===== src/rtl/bdm_target.sv =====
// bdm_target - MCU-side responder for the single-wire BKGD debug link.
//
// Decodes host-timed bit frames into bytes. A falling edge starts a frame, and
// the line is sampled SAMPLE_AT cycles later. When a TX byte is pending, the
// target answers read slots by stretching the host's low pulse for 0 bits.
// A low time of SYNC_MIN or more is a SYNC request. After the host releases
// the line, the target waits SYNC_DELAY cycles and then drives a SYNC_RESP
// cycle low pulse.
//
// Ports
//   clk, rst         clock; asynchronous active-low reset
//   bkgd_in          raw pin level, asynchronous to clk
//   bkgd_out         level driven while driving (always 0); 1 when released
//   bkgd_is_high_z   1 = line released
//   rx_data/rx_valid last received byte (MSB first), one-cycle update strobe
//   tx_data/tx_load  byte to return, load strobe (taken only when tx_ready)
//   tx_ready         no TX byte pending and no partial byte in flight
//   sync_detect      one-cycle pulse after the SYNC response ends
//   debug            current FSM state
module bdm_target #(
  parameter int SAMPLE_AT  = 10,
  parameter int ZERO_HOLD  = 13,
  parameter int SYNC_MIN   = 128,
  parameter int SYNC_DELAY = 16,
  parameter int SYNC_RESP  = 128,
  parameter int CNT_W      = 8
) (
  input  logic       clk,
  input  logic       rst,
  input  logic       bkgd_in,
  output logic       bkgd_out,
  output logic       bkgd_is_high_z,
  output logic [7:0] rx_data,
  output logic       rx_valid,
  input  logic [7:0] tx_data,
  input  logic       tx_load,
  output logic       tx_ready,
  output logic       sync_detect,
  output logic [3:0] debug
);

  typedef enum logic [3:0] {
    IDLE      = 4'd0,
    RX_LOW    = 4'd1,
    RX_HOLD   = 4'd2,
    TX_SLOT   = 4'd3,
    TX_END    = 4'd4,
    SYNC_WAIT = 4'd5,
    SYNC_DLY  = 4'd6,
    SYNC_DRV  = 4'd7
  } state_t;

  localparam logic [CNT_W-1:0] CNT_MAX     = '1;
  localparam logic [CNT_W-1:0] SAMPLE_LAST = CNT_W'(SAMPLE_AT - 1);
  localparam logic [CNT_W-1:0] HOLD_LAST   = CNT_W'(ZERO_HOLD - 1);
  localparam logic [CNT_W-1:0] SYNC_LAST   = CNT_W'(SYNC_MIN - 1);
  localparam logic [CNT_W-1:0] DLY_LAST    = CNT_W'(SYNC_DELAY - 1);
  localparam logic [CNT_W-1:0] RESP_LAST   = CNT_W'(SYNC_RESP - 1);

  state_t           state, state_nx;
  logic             sync1, s, s_d;
  logic [CNT_W-1:0] cnt, cnt_nx;
  logic [7:0]       sh, sh_nx;
  logic [2:0]       bitn, bitn_nx;
  logic             txp, txp_nx;
  logic [7:0]       rx_data_nx;
  logic             rx_valid_nx, sync_det_nx;
  logic             drive;
  logic             fall, rise;

  // The synchroniser resets to the idle-high level, so reset release
  // cannot create a phantom falling edge.
  always_ff @(posedge clk or negedge rst) begin
    if (!rst) begin
      sync1 <= 1'b1;
      s     <= 1'b1;
      s_d   <= 1'b1;
    end else begin
      sync1 <= bkgd_in;
      s     <= sync1;
      s_d   <= s;
    end
  end

  assign fall = s_d & ~s;
  assign rise = ~s_d & s;

  always_ff @(posedge clk or negedge rst) begin
    if (!rst) begin
      state       <= IDLE;
      cnt         <= '0;
      sh          <= '0;
      bitn        <= '0;
      txp         <= 1'b0;
      rx_data     <= '0;
      rx_valid    <= 1'b0;
      sync_detect <= 1'b0;
    end else begin
      state       <= state_nx;
      cnt         <= cnt_nx;
      sh          <= sh_nx;
      bitn        <= bitn_nx;
      txp         <= txp_nx;
      rx_data     <= rx_data_nx;
      rx_valid    <= rx_valid_nx;
      sync_detect <= sync_det_nx;
    end
  end

  assign tx_ready = ~txp & (bitn == 3'd0);

  always_comb begin
    state_nx    = state;
    cnt_nx      = (cnt == CNT_MAX) ? cnt : cnt + 1'b1;
    sh_nx       = sh;
    bitn_nx     = bitn;
    txp_nx      = txp;
    rx_data_nx  = rx_data;
    rx_valid_nx = 1'b0;
    sync_det_nx = 1'b0;
    drive       = 1'b0;

    case (state)
      IDLE: begin
        if (fall) begin
          cnt_nx   = '0;
          state_nx = txp ? TX_SLOT : RX_LOW;
        end
      end

      // Sample once at a fixed offset. An early rise does not end the slot.
      RX_LOW: begin
        if (cnt == SAMPLE_LAST) begin
          sh_nx    = {sh[6:0], s};
          state_nx = RX_HOLD;
          if (bitn == 3'd7) begin
            rx_data_nx  = {sh[6:0], s};
            rx_valid_nx = 1'b1;
            bitn_nx     = 3'd0;
          end else begin
            bitn_nx = bitn + 3'd1;
          end
        end
      end

      // cnt keeps running from the fall, so a long low becomes a SYNC request.
      RX_HOLD: begin
        if (s)
          state_nx = IDLE;
        else if (cnt >= SYNC_LAST)
          state_nx = SYNC_WAIT;
      end

      // A 0 bit holds the line low from the cycle after the fall. A 1 bit
      // leaves the line to the host.
      TX_SLOT: begin
        drive = ~sh[7];
        if (cnt == HOLD_LAST) begin
          sh_nx    = {sh[6:0], 1'b0};
          state_nx = TX_END;
          if (bitn == 3'd7) begin
            bitn_nx = 3'd0;
            txp_nx  = 1'b0;
          end else begin
            bitn_nx = bitn + 3'd1;
          end
        end
      end

      // A long low in a read slot is not a SYNC. Wait here for the line to rise.
      TX_END: begin
        if (s)
          state_nx = IDLE;
      end

      SYNC_WAIT: begin
        bitn_nx = 3'd0;
        if (rise) begin
          cnt_nx   = '0;
          state_nx = SYNC_DLY;
        end
      end

      // Any fall seen in the next two states is the target's own drive,
      // so it is not decoded.
      SYNC_DLY: begin
        if (cnt == DLY_LAST) begin
          cnt_nx   = '0;
          state_nx = SYNC_DRV;
        end
      end

      SYNC_DRV: begin
        drive = 1'b1;
        if (cnt == RESP_LAST) begin
          state_nx    = IDLE;
          sync_det_nx = 1'b1;
        end
      end

      default: state_nx = IDLE;
    endcase

    // A load replaces the shift register only when nothing is in flight.
    if (tx_load && tx_ready) begin
      sh_nx  = tx_data;
      txp_nx = 1'b1;
    end
  end

  // The drive is decoded from the state, so an asynchronous reset releases
  // the line at once.
  assign bkgd_is_high_z = ~drive;
  assign bkgd_out       = ~drive;
  assign debug          = state;

endmodule


===== config.mk =====
export PLATFORM = sky130hd
export DESIGN_NAME = bdm_target
export DESIGN_NICKNAME = d
export VERILOG_FILES = /design/src/rtl/bdm_target.sv
export SDC_FILE = /design/constraint.sdc
export NUM_CORES = 1
export LEC_CHECK = 0
export ABC_AREA = 0
export CAP_MARGIN = 20
export CORE_UTILIZATION = 54
export DETAILED_ROUTE_END_ITERATION = 16
export PLACE_DENSITY = 0.8
export SLEW_MARGIN = 25
export SYNTH_ARGS = -nofsm -noshare
export SYNTH_HDL_FRONTEND = slang
export SYNTH_SLANG_ARGS = --single-unit

===== constraint.sdc =====
create_clock -name clk -period 2.2 [get_ports clk]
set_input_delay 0.44 -clock clk [delete_from_list [all_inputs] [get_ports clk]]
set_output_delay 0.44 -clock clk [all_outputs]
set_load 0.01 [all_outputs]

==> flow_summary.ini <==
[floorplanning]
dieArea_um2 = 3870
floorplan.initialDensity = 0.574
die_h_um = 62.2
rows = 21
die_w_um = 62.2
ioPinCount = 29
core-area_um2 = 3420

[synthesis]
yosysTopAreaCellShare = 0.421
seq_area_frac_synth = 0.462
ys.flop_type = dfrtp_1
synth.area.top_cells = dfrtp_1, mux2i_1, dfstp_2
netlist_area_um2 = 1960
yosysWarnings = 0
synth_nets = 200
syn_avg_cell_area_um2 = 10.8
synth_largest_area_cell = dfrtp_1
synth_edf_count = 0
async_reset_ff_frac = 1.00
synthCells = 182
ys_types = 52
ys_seq_elements = 36

[finish]
seqCellArea_um2 = 906
final_util = 0.688
layout_commonest_cell = dfrtp_1
nets = 230
final_cell_mix = dfrtp_1, clkdlybuf4s50_1, nand2_1
fillers = 269
drive_gt1_frac = 0.160
n_antenna_cell = 0
multi_input_area_um2 = 958
syn_to_final_growth_pct = 19.9

[critical_path]
crit_required_ns = 1.76
worst-path-stages = 3
critPathMaxStageDelay_ns = 0.53
cp-start-kind = register
path_cells = nand2_1 -> a21o_1 -> clkdlybuf4s50_1
critPathSlowestCell = clkdlybuf4s50_1
crit_path_end_kind = primary output
r2r-start = debug[1]
crit_arrival_ns = 1.63
cp_num_buf_inv = 1
ff2ff_path_depth = 5
cp-startpoint = debug[1]
critical_path_class = register to primary output
worstPathMaxFanout = 6
critical_path.top_delay_family = buffers and inverters

[placement]
place_congestion = 0.870
place.port_buffers = 27
dp_hpwl_um = 2670

[global_route]
grt_antenna_before_repair = 0
grt_pass1_wl_um = 6650
grt_usage = 0.217
grt-ovfl-total = 0
first_global_vias = 1485
grt_start_max_net_pins = 37

[cts]
postCtsHoldBufs = 0
ctsHtreeMaxLevel = 2
cts_tree = yes
path_clk_slew_ns = 0.11
clockRootBuffer = clkbuf_4
cts.sinks = 36
cts_buffers = 5
clockBufferDepth = 2
clock_latency_ns = 0.34

[job]
maxCapViolCount = 0

[pwr]
p_total_uw = 2290
leakage_uw = 0.00108
peakVddDrop_v = 0.000421
p_per_area_nw_per_um2 = 973

[drt]
wl_per_cell_um = 14.5
first_iter_violations = 105
route.vias.total = 1465
drt_pass1_iterations = 4
routed_wl_um = 3760
vias_per_cell = 5.66
ant_nets = 0
drc_errors = 0

[min_path]
hp-start = sync1
hold_depth = 0
worst_hold_path_type = register to register

[sta]
rsz0062_at_grt = no
period_needed_ns = 2.07
slew_headroom = 0.646
hold_viol_final = 0
max_freq_ghz = 0.484
slew_viol_final = 0
post-route-period-util = 0.939
tightest_slew_ns = 0.532
tns_ns = 0
fin_skew_ns = 0.0132
setup-violations-final = 0

[outcome]
outcome = finished, final reports clean
[power by group]
group / internal, uW / switching [uW] / total, uW
Sequential: 798 / 201 / 999
Clock: 188 / 216 / 404
Combinational: 436 / 449 / 884
Total: 1420 / 866 / 2290
[state kept, by name, indices dropped and copies added, names as in the netlist]
| register | cells |
|---|---|
| rx_data | 8 |
| s | 1 |
| sync1 | 1 |
| cnt | 8 |
| debug | 3 |
| rx_valid | 1 |
| bitn | 3 |
| sync_detect | 1 |
| sh | 8 |
| s_d | 1 |
| txp | 1 |
[final timing paths]
path | slack (ns) | end
max | 0.13 | bkgd_out
min | 0.36 | s
max reg2reg | 0.34 | rx_data[6]
min reg2reg | 0.36 | s
max in group asynchronous | 1.35 | sync1
min in group asynchronous | 0.49 | sync_detect
[metrics by stage]
step,instances,hold WS (ns),area [um^2],worst slack (ns)
detailed placement,248,0.348,2260,0.289
CTS,256,0.363,2330,0.0556
finish,259,0.361,2350,0.134
floorplan,182,0.144,1960,0.491
global route,259,0.365,2350,0.0612
global placement,248,0.346,2260,0.353
[synthesized netlist by cell type (5+ instances only)]
master	count
dfrtp_1	33
nand2_1	13
mux2i_1	12
inv_1	8
nor2_1	8
o21ai_1	8
mux2_2	7
ha_1	6
and3_1	5
nor2b_1	5
[kinds of logic (layout without fill, tap and decap cells)]
logic type                 count (synthesis)  count (layout)  synth area share
DFF                                       36              36             0.462
xor gates and xnor gates                   3               3            0.0134
other                                      1               1           0.00191
and+or+nand+nor                           57              57             0.179
AOI/OAI and AO/OA                         38              38             0.143
adders and majority gates                  6               6            0.0383
muxes                                     21              21             0.113
buffers and inverters                     20              51            0.0492
[layout make-up]
| type | count | share of cell area |
|---|---|---|
| Timing Repair Buffer | 35 | 0.140 |
| Sequential cell | 36 | 0.386 |
| Inverter | 8 | 0.0128 |
| Multi-Input combinational cell | 126 | 0.408 |
| Tap cell | 46 | 0.0245 |
| Clock buffer | 8 | 0.0293 |
[layer usage]
layer	up-vias	track usage	part of all wire
met5	-	0	0
li1	712	-	-
met4	0	0.0727	0.011
met3	5	0.0643	0.049
met1	714	0.268	0.43
met2	34	0.364	0.51
[worst register-to-register path, stage by stage, from the launching register on]
cell	delay, ns
dfrtp_2	0.46
buf_4	0.17
nor3b_2	0.35
nand2_1	0.20
nor2_8	0.21
mux2_2	0.36
[what timing repair did]
action	CTS	global route
pin swaps	0	0
gates cloned	0	0
setup endpoints to repair	3	2
setup buffers	0	3
resized for setup	2	0
No activity file was read; power rests on OpenSTA's default activity.
